===== src/rtl/jtag_host_pkg.sv =====
// rtl/jtag_host_pkg.sv - shared op codes, FSM states and TMS patterns for the JTAG host
package jtag_host_pkg;

    typedef enum logic [1:0] {
        OP_RESET = 2'd0,
        OP_IR    = 2'd1,
        OP_DR    = 2'd2,
        OP_RUN   = 2'd3
    } op_e;

    typedef enum logic [2:0] {
        ST_IDLE,
        ST_PRE,
        ST_SHIFT,
        ST_POST,
        ST_DONE
    } state_e;

    // TMS patterns are LSB first: bit 0 goes out on the first tck
    localparam logic [5:0] PRE_TMS_RESET = 6'b011111;
    localparam logic [5:0] PRE_TMS_IR    = 6'b000011;
    localparam logic [5:0] PRE_TMS_DR    = 6'b000001;
    localparam int         PRE_LEN_RESET = 6;
    localparam int         PRE_LEN_IR    = 4;
    localparam int         PRE_LEN_DR    = 3;
    localparam logic [1:0] POST_TMS      = 2'b01;

    function automatic logic [5:0] pre_tms(input op_e op);
        case (op)
            OP_RESET: pre_tms = PRE_TMS_RESET;
            OP_IR:    pre_tms = PRE_TMS_IR;
            OP_DR:    pre_tms = PRE_TMS_DR;
            default:  pre_tms = 6'b000000;
        endcase
    endfunction

endpackage


===== src/rtl/jtag_tck_gen.sv =====
// rtl/jtag_tck_gen.sv - registered tck divider with strobes for the upcoming rise/fall edges
module jtag_tck_gen #(
    parameter int CLK_DIV = 2
) (
    input  logic sys_clk,
    input  logic clr,
    input  logic en,
    output logic tck,
    output logic tck_rise,
    output logic tck_fall,
    output logic tck_pre_fall
);

    localparam int PW = (2 * CLK_DIV > 2) ? $clog2(2 * CLK_DIV) : 1;

    logic [PW-1:0] phase_q, phase_d;
    logic          tck_q, tck_d;

    // Strobes flag that the next sys_clk edge is the rise/fall (or the edge just before the fall)
    assign tck_rise     = en && (phase_q == PW'(CLK_DIV - 1));
    assign tck_fall     = en && (phase_q == PW'(2 * CLK_DIV - 1));
    assign tck_pre_fall = en && (phase_q == PW'(2 * CLK_DIV - 2));
    assign tck          = tck_q;

    always_comb begin
        phase_d = phase_q;
        tck_d   = tck_q;
        if (clr) begin
            phase_d = '0;
            tck_d   = 1'b0;
        end else if (en) begin
            phase_d = tck_fall ? '0 : phase_q + PW'(1);
            tck_d   = (phase_d >= PW'(CLK_DIV));
        end
    end

    always_ff @(posedge sys_clk) begin
        phase_q <= phase_d;
        tck_q   <= tck_d;
    end

endmodule


===== src/rtl/jtag_host_driver.sv =====
// rtl/jtag_host_driver.sv - command-level JTAG host driving tck/tms/tdi/trst and capturing tdo
module jtag_host_driver
    import jtag_host_pkg::*;
#(
    parameter int MAX_LEN = 32,
    parameter int CLK_DIV = 2,
    parameter int LEN_W   = $clog2(MAX_LEN + 1)
) (
    input  logic               sys_clk,
    input  logic               reset,
    input  logic               cmd_valid,
    output logic               cmd_ready,
    input  logic [1:0]         cmd_op,
    input  logic [LEN_W-1:0]   cmd_len,
    input  logic [MAX_LEN-1:0] cmd_data,
    output logic               rsp_valid,
    output logic [MAX_LEN-1:0] rsp_data,
    output logic               busy,
    output logic               tck,
    output logic               tms,
    output logic               tdi,
    output logic               trst,
    input  logic               tdo
);

    localparam int IXW = (MAX_LEN > 1) ? $clog2(MAX_LEN) : 1;

    state_e             state_q, state_d;
    op_e                op_q, op_d;
    logic [LEN_W-1:0]   idx_q, idx_d, len_q, len_d;
    logic [MAX_LEN-1:0] data_q, data_d, cap_q, cap_d, rsp_data_q, rsp_data_d;
    logic               rsp_valid_q, rsp_valid_d, tms_q, tms_d, tdi_q, tdi_d;
    logic               trst_q, cmd_ready_q, cmd_ready_d, busy_q;

    logic               accept, last_tck, gen_en, gen_clr;
    logic               tck_rise, tck_fall, tck_pre_fall;
    logic [LEN_W-1:0]   len_clamp, pre_len;
    logic [5:0]         pre_pat_acc, pre_pat_q;

    assign accept    = cmd_valid && cmd_ready_q;
    assign gen_en    = (state_q == ST_PRE) || (state_q == ST_SHIFT) || (state_q == ST_POST);
    // DONE is the last high-phase cycle; clearing here doubles as the final falling edge
    assign gen_clr   = reset || (state_q == ST_DONE);
    assign last_tck  = ((op_q == OP_RESET || op_q == OP_RUN) && state_q == ST_PRE
                        && idx_q == pre_len - LEN_W'(1))
                     || (state_q == ST_POST && idx_q == LEN_W'(1));

    jtag_tck_gen #(.CLK_DIV(CLK_DIV)) u_tck_gen (
        .sys_clk      (sys_clk),
        .clr          (gen_clr),
        .en           (gen_en),
        .tck          (tck),
        .tck_rise     (tck_rise),
        .tck_fall     (tck_fall),
        .tck_pre_fall (tck_pre_fall)
    );

    always_comb begin
        len_clamp = (cmd_len > LEN_W'(MAX_LEN)) ? LEN_W'(MAX_LEN) : cmd_len;
        if ((cmd_op == OP_IR || cmd_op == OP_DR) && len_clamp == '0) len_clamp = LEN_W'(1);
        pre_pat_acc = pre_tms(op_e'(cmd_op));
        pre_pat_q   = pre_tms(op_q);
        case (op_q)
            OP_RESET: pre_len = LEN_W'(PRE_LEN_RESET);
            OP_IR:    pre_len = LEN_W'(PRE_LEN_IR);
            OP_DR:    pre_len = LEN_W'(PRE_LEN_DR);
            default:  pre_len = len_q;
        endcase
    end

    always_comb begin
        state_d     = state_q;
        op_d        = op_q;
        idx_d       = idx_q;
        len_d       = len_q;
        data_d      = data_q;
        cap_d       = cap_q;
        rsp_data_d  = rsp_data_q;
        rsp_valid_d = 1'b0;
        tms_d       = tms_q;
        tdi_d       = tdi_q;
        if (tck_rise && state_q == ST_SHIFT) cap_d[idx_q[IXW-1:0]] = tdo;
        case (state_q)
            ST_IDLE, ST_DONE: begin
                state_d = ST_IDLE;
                if (accept) begin
                    op_d   = op_e'(cmd_op);
                    len_d  = len_clamp;
                    data_d = cmd_data;
                    cap_d  = '0;
                    idx_d  = '0;
                    tdi_d  = 1'b0;
                    if (cmd_op == OP_RUN && len_clamp == '0) begin
                        state_d     = ST_DONE;
                        rsp_valid_d = 1'b1;
                        rsp_data_d  = '0;
                        tms_d       = 1'b0;
                    end else begin
                        state_d = ST_PRE;
                        tms_d   = (cmd_op == OP_RUN) ? 1'b0 : pre_pat_acc[0];
                    end
                end
            end
            default: begin
                if (tck_pre_fall && last_tck) begin
                    state_d     = ST_DONE;
                    rsp_valid_d = 1'b1;
                    rsp_data_d  = cap_d;
                end else if (tck_fall) begin
                    case (state_q)
                        ST_PRE: begin
                            if (idx_q == pre_len - LEN_W'(1)) begin
                                state_d = ST_SHIFT;
                                idx_d   = '0;
                            end else idx_d = idx_q + LEN_W'(1);
                        end
                        ST_SHIFT: begin
                            if (idx_q == len_q - LEN_W'(1)) begin
                                state_d = ST_POST;
                                idx_d   = '0;
                            end else idx_d = idx_q + LEN_W'(1);
                        end
                        default: idx_d = idx_q + LEN_W'(1);
                    endcase
                    case (state_d)
                        ST_PRE: begin
                            tms_d = (op_q == OP_RUN) ? 1'b0 : pre_pat_q[idx_d[2:0]];
                            tdi_d = 1'b0;
                        end
                        ST_SHIFT: begin
                            tms_d = (idx_d == len_q - LEN_W'(1));
                            tdi_d = data_q[idx_d[IXW-1:0]];
                        end
                        default: begin
                            tms_d = POST_TMS[idx_d[0]];
                            tdi_d = 1'b0;
                        end
                    endcase
                end
            end
        endcase
        cmd_ready_d = (state_d == ST_IDLE) || (state_d == ST_DONE);
    end

    always_ff @(posedge sys_clk) begin
        if (reset) begin
            state_q     <= ST_IDLE;
            op_q        <= OP_RESET;
            idx_q       <= '0;
            len_q       <= '0;
            data_q      <= '0;
            cap_q       <= '0;
            rsp_data_q  <= '0;
            rsp_valid_q <= 1'b0;
            tms_q       <= 1'b1;
            tdi_q       <= 1'b0;
            trst_q      <= 1'b0;
            cmd_ready_q <= 1'b0;
            busy_q      <= 1'b0;
        end else begin
            state_q     <= state_d;
            op_q        <= op_d;
            idx_q       <= idx_d;
            len_q       <= len_d;
            data_q      <= data_d;
            cap_q       <= cap_d;
            rsp_data_q  <= rsp_data_d;
            rsp_valid_q <= rsp_valid_d;
            tms_q       <= tms_d;
            tdi_q       <= tdi_d;
            trst_q      <= 1'b1;
            cmd_ready_q <= cmd_ready_d;
            busy_q      <= !cmd_ready_d;
        end
    end

    assign cmd_ready = cmd_ready_q;
    assign busy      = busy_q;
    assign rsp_valid = rsp_valid_q;
    assign rsp_data  = rsp_data_q;
    assign tms       = tms_q;
    assign tdi       = tdi_q;
    assign trst      = trst_q;

endmodule

===== config.mk =====
export PLATFORM = sky130hd
export DESIGN_NAME = jtag_host_driver
export DESIGN_NICKNAME = d
export VERILOG_FILES = /design/src/rtl/jtag_host_pkg.sv /design/src/rtl/jtag_tck_gen.sv /design/src/rtl/jtag_host_driver.sv
export SDC_FILE = /design/constraint.sdc
export NUM_CORES = 1
export LEC_CHECK = 0
export ABC_AREA = 1
export ABC_CLOCK_PERIOD_IN_PS = 7550
export CORE_ASPECT_RATIO = 2
export CORE_MARGIN = 2
export CORE_UTILIZATION = 58
export DETAILED_ROUTE_END_ITERATION = 12
export PLACE_DENSITY = 0.85
export SLEW_MARGIN = 15
export SYNTH_ARGS = -nofsm -noshare
export SYNTH_HDL_FRONTEND = slang
export SYNTH_SLANG_ARGS = --single-unit
export TNS_END_PERCENT = 10

===== constraint.sdc =====
create_clock -name sys_clk -period 7.55 [get_ports sys_clk]
set_clock_uncertainty 0.2 [all_clocks]
set_input_delay 0.755 -clock sys_clk [delete_from_list [all_inputs] [get_ports sys_clk]]
set_output_delay 0.755 -clock sys_clk [all_outputs]
set_load 0.01 [all_outputs]

==> impl_metrics.tcl <==
set metrics [dict create \
    run_status "finished, final reports clean" \
    place.detailed.instances 1034 \
    yosys.cell_types.count 36 \
    insertedDiodeCount 0 \
    r2r_cells 22 \
    first_element_of_the_critical_path "op_q[1]" \
    gpl.final_weighted_congestion 0.923 \
    critPathKind "reg -> reg" \
    avgRoutedWirePerCell_um 15.9 \
    max_slew_margin 0.332 \
    drt_first_pass_iters 5 \
    timing_worst_slew_pin_value_ps 1000 \
    number_of_global_route_vias_before_repair 5806 \
    power.net_switching_mw 0.405 \
    routed_via_density 5.60 \
    r2r-end "rsp_data[24]" \
    postRouteWirelength_um 16900 \
    grt_max_degree 44 \
    slew_viol_final 0 \
    worstHoldStart "data_q[19]" \
    dieHeight_um 147 \
    cts-root-to-sink-buffers 2 \
    xor_xnor_share_of_the_synthesized_area 0.0148 \
    syn_area_sq_um 5900 \
    io-pin-count 83 \
    worstSetupStartpointType "register" \
    clock_tree_from_tritoncts "yes" \
    via_count 5966 \
    grt.overflow.total 0 \
    cts.htree.levels 4 \
    hold_critical_path_depth 2 \
    chipWidth_um 75.3 \
    totalNegativeSetupSlack_ps 0 \
    final.period_utilization 0.487 \
    synth-compound-area-share 0.153 \
    drc 0 \
    total_leakage_power_nw 2.88 \
    hold_viol 0 \
    instances_no_fill 1066 \
    grt_antenna_before_repair 0 \
    track_usage 0.315 \
    yosys_warnings 0 \
    r2r-start "op_q[1]" \
    clk_tree_root_cell "sky130_fd_sc_hd__clkbuf_16" \
    end_kind "register" \
    std_cell_rows 52 \
    postSynthAreaPerCell_sq_um 6.95 \
    placedInstanceArea_sq_um 6780 \
    yosys.area_share.adder 0.0360 \
    initial_util 0.589 \
    syn2layout_area_growth_pct 25.8 \
    floorplan.core_area_sq_um 10000 \
    numCtsBuffers 17 \
    finalWorstPathRequiredPeriod_ps 3670 \
    seqPwrFrac 0.391 \
    drtIter0Drc 363 \
    wire_length_of_the_first_global_routing_pass_um 26600 \
    ir_worst_vdd_uv 200 \
    worstSkewPairLatency_ps 420 \
    gates_resized_cts_repair 0 \
    yosys_register_bits 121 \
    postCtsSetupBuffers 0 \
    mux_share_of_post_synthesis_cell_area 0 \
    finalSetupViolCount 0 \
    fin_total_pwr_mw 1.70 \
    post_syn_instances 849 \
    critPathMaxFanout 33 \
    min_path_type "reg -> reg" \
    post_cts_clock_slew_at_the_launch_and_capture_registers_of_the_worst_setup_and_hold_paths_ps 60 \
    drtAntennaViolNets 0 \
    port-buffer-count 82 \
    post_synthesis_share_of_cell_area_spent_on_and_or_nand_and_nor_gates 0.299 \
    p_int_mw 1.29 \
    sw_frac_of_total 0.239 \
    synth_sequential_area_ratio 0.411 \
    regToRegSetupSlack_ps 3880 \
    cts_hold_buf 0 \
    hpwlAfterDp_um 11300 \
    crit_arrival_ps 3790 \
    clock_power_share 0.519 \
    min_to "data_q[19]" \
    nets 979 \
    drv_cap 0 \
    required_ps 7670 \
    power_frac_comb 0.090 \
    power_density_nw_per_um2 229 \
    synth_top_family_by_area "simple AND/OR/NAND/NOR gates" \
    floorplan.die_area_sq_um 11000 \
    clkSinkCount 121 \
    maxClockFrequency_mhz 272 \
    unrepaired_setup_endpoints_after_global_routing "no" \
    syn_nets 910 \
    layout.cell_area.non_filler_sq_um 7420 \
    share_of_post_route_cells_with_drive_strength_above_1 0.0677 \
]
logic make-up after synthesis:
group                    count (synthesis)
adder cells (fa/ha/maj)                 17
AND/OR/NAND/NOR                        414
flip-flops                             121
buffers and inverters                  133
XOR/XNOR                                10
AO/OA/AOI/OAI                          154
area by class of cell:
cell class | count | area [sq um]
sequential | 121 | 2420
clock buffer | 22 | 474
inverter | 95 | 357
timing repair buffer | 88 | 866
multi-input combinational | 595 | 2970
tap | 135 | 169
clock inverter | 10 | 165
fill | 836 | 2600
metal layers:
layer | vias to the layer above | part of all wire | routed length [um] | GRT usage
li1 | 2917 | - | - | -
met1 | 2743 | 0.36 | 6140 | 0.320
met2 | 239 | 0.54 | 9150 | 0.554
met3 | 67 | 0.047 | 796 | 0.0683
met4 | 0 | 0.050 | 839 | 0.188
met5 | - | 0 | 0 | 0
power groups by stage:
| stage | registers [mW] | clock network [mW] | logic, mW |
|---|---|---|---|
| after global routing | 0.665 | 0.909 | 0.167 |
| final | 0.664 | 0.881 | 0.153 |
| after CTS | 0.663 | 0.881 | 0.151 |
| after global placement | 0.677 | 0 | 0.147 |
| after floorplan | 0.675 | 0 | 0.0929 |
| after detailed placement | 0.677 | 0 | 0.149 |
worst max path at each step:
stage / endpoint / slack, ps / cells after the start
4_1_cts: rsp_data[24] / 3890 / 22
6_report: rsp_data[24] / 3880 / 22
3_3_place_gp: rsp_data[25] / 4010 / 12
2_1_floorplan: tms / 4630 / 24
3_5_place_dp: rsp_data[14] / 3910 / 12
5_1_grt: rsp_data[24] / 3530 / 21
critical path: stages (launching register included):
cell and delay, ps:
sky130_fd_sc_hd__dfxtp_1 390, sky130_fd_sc_hd__ha_1 250, sky130_fd_sc_hd__inv_2 90, sky130_fd_sc_hd__nand2_1 90, sky130_fd_sc_hd__nand2_1 120, sky130_fd_sc_hd__a21oi_1 140, sky130_fd_sc_hd__ha_1 200, sky130_fd_sc_hd__nand2_1 60
sky130_fd_sc_hd__nand2_1 100, sky130_fd_sc_hd__inv_1 40, sky130_fd_sc_hd__nand2_1 50, sky130_fd_sc_hd__nand2_1 50, sky130_fd_sc_hd__nor2_1 120, sky130_fd_sc_hd__nand3_1 80, sky130_fd_sc_hd__nor2_1 190, sky130_fd_sc_hd__nand2_1 90
sky130_fd_sc_hd__o31ai_1 70, sky130_fd_sc_hd__nand2_1 90, sky130_fd_sc_hd__nand2_1 100, sky130_fd_sc_hd__inv_2 240, sky130_fd_sc_hd__nor2_2 200, sky130_fd_sc_hd__inv_2 240, sky130_fd_sc_hd__o31ai_1 310
flip-flops by register name (all words and copies together), names as in the netlist, 2 cells and up:
| register | count |
|---|---|
| op_q | 2 |
| idx_q | 6 |
| rsp_data | 32 |
| state_q | 3 |
| cap_q | 32 |
| len_q | 6 |
| data_q | 32 |
cell usage after synthesis:
cell type / number / share of area
sky130_fd_sc_hd__a211oi_1: 1 / 0.0013
sky130_fd_sc_hd__a21oi_1: 82 / 0.070
sky130_fd_sc_hd__a31o_2: 1 / 0.0015
sky130_fd_sc_hd__a31oi_1: 9 / 0.0095
sky130_fd_sc_hd__a41oi_1: 3 / 0.0045
sky130_fd_sc_hd__and3_1: 1 / 0.0011
sky130_fd_sc_hd__buf_1: 4 / 0.0025
sky130_fd_sc_hd__buf_2: 5 / 0.0042
sky130_fd_sc_hd__buf_6: 1 / 0.0019
sky130_fd_sc_hd__clkbuf_1: 28 / 0.018
sky130_fd_sc_hd__clkinv_1: 1 / 0.00064
sky130_fd_sc_hd__dfxtp_1: 121 / 0.41
sky130_fd_sc_hd__ha_1: 17 / 0.036
sky130_fd_sc_hd__inv_1: 84 / 0.053
sky130_fd_sc_hd__inv_2: 10 / 0.0064
sky130_fd_sc_hd__nand2_1: 182 / 0.12
sky130_fd_sc_hd__nand2_2: 6 / 0.0064
sky130_fd_sc_hd__nand2_4: 2 / 0.0038
sky130_fd_sc_hd__nand3_1: 98 / 0.083
sky130_fd_sc_hd__nand3_2: 1 / 0.0017
sky130_fd_sc_hd__nand3_4: 1 / 0.0030
sky130_fd_sc_hd__nand4_1: 5 / 0.0053
sky130_fd_sc_hd__nor2_1: 109 / 0.069
sky130_fd_sc_hd__nor2_2: 2 / 0.0021
sky130_fd_sc_hd__nor2_4: 1 / 0.0019
sky130_fd_sc_hd__nor3_1: 5 / 0.0042
sky130_fd_sc_hd__o2111ai_1: 2 / 0.0030
sky130_fd_sc_hd__o211ai_1: 1 / 0.0013
sky130_fd_sc_hd__o21ai_0: 14 / 0.012
sky130_fd_sc_hd__o21ai_1: 2 / 0.0017
sky130_fd_sc_hd__o22ai_1: 5 / 0.0053
sky130_fd_sc_hd__o31ai_1: 33 / 0.042
sky130_fd_sc_hd__o41ai_1: 1 / 0.0015
sky130_fd_sc_hd__or2_2: 1 / 0.0011
sky130_fd_sc_hd__xnor2_1: 2 / 0.0030
sky130_fd_sc_hd__xor2_1: 8 / 0.012
through the flow:
step	hold slack, ps	setup slack (ps)	utilization
after global routing	269	3530	0.741
after floorplan	241	4630	-
after detailed placement	255	3910	0.677
after CTS	264	3890	0.741
after global placement	250	4010	0.677
final	264	3880	0.741
cells in the final DEF (no fill, tap or decap), types with 2 or more instances in the layout:
| cell | Yosys | final |
|---|---|---|
| sky130_fd_sc_hd__nor2_1 | 109 | 107 |
| sky130_fd_sc_hd__nor3_1 | 5 | 5 |
| sky130_fd_sc_hd__clkdlybuf4s50_1 | 0 | 82 |
| sky130_fd_sc_hd__nand2_2 | 6 | 6 |
| sky130_fd_sc_hd__a41oi_1 | 3 | 3 |
| sky130_fd_sc_hd__o22ai_1 | 5 | 5 |
| sky130_fd_sc_hd__a21oi_1 | 82 | 82 |
| sky130_fd_sc_hd__a31oi_1 | 9 | 9 |
| sky130_fd_sc_hd__o21ai_1 | 2 | 2 |
| sky130_fd_sc_hd__dfxtp_1 | 121 | 121 |
| sky130_fd_sc_hd__o31ai_1 | 33 | 33 |
| sky130_fd_sc_hd__clkbuf_8 | 0 | 3 |
| sky130_fd_sc_hd__clkinvlp_4 | 0 | 3 |
| sky130_fd_sc_hd__inv_2 | 10 | 10 |
| sky130_fd_sc_hd__xnor2_1 | 2 | 2 |
| sky130_fd_sc_hd__o2111ai_1 | 2 | 2 |
| sky130_fd_sc_hd__xor2_1 | 8 | 8 |
| sky130_fd_sc_hd__nor2_2 | 2 | 4 |
| sky130_fd_sc_hd__clkbuf_1 | 28 | 2 |
| sky130_fd_sc_hd__nand2_1 | 182 | 182 |
| sky130_fd_sc_hd__nand2_4 | 2 | 2 |
| sky130_fd_sc_hd__nand3_1 | 98 | 98 |
| sky130_fd_sc_hd__inv_1 | 84 | 84 |
| sky130_fd_sc_hd__buf_4 | 0 | 6 |
| sky130_fd_sc_hd__bufinv_16 | 0 | 4 |
| sky130_fd_sc_hd__o21ai_0 | 14 | 14 |
| sky130_fd_sc_hd__nand4_1 | 5 | 5 |
| sky130_fd_sc_hd__ha_1 | 17 | 17 |
| sky130_fd_sc_hd__clkbuf_16 | 0 | 17 |
Power figures use the tool's default switching activity.
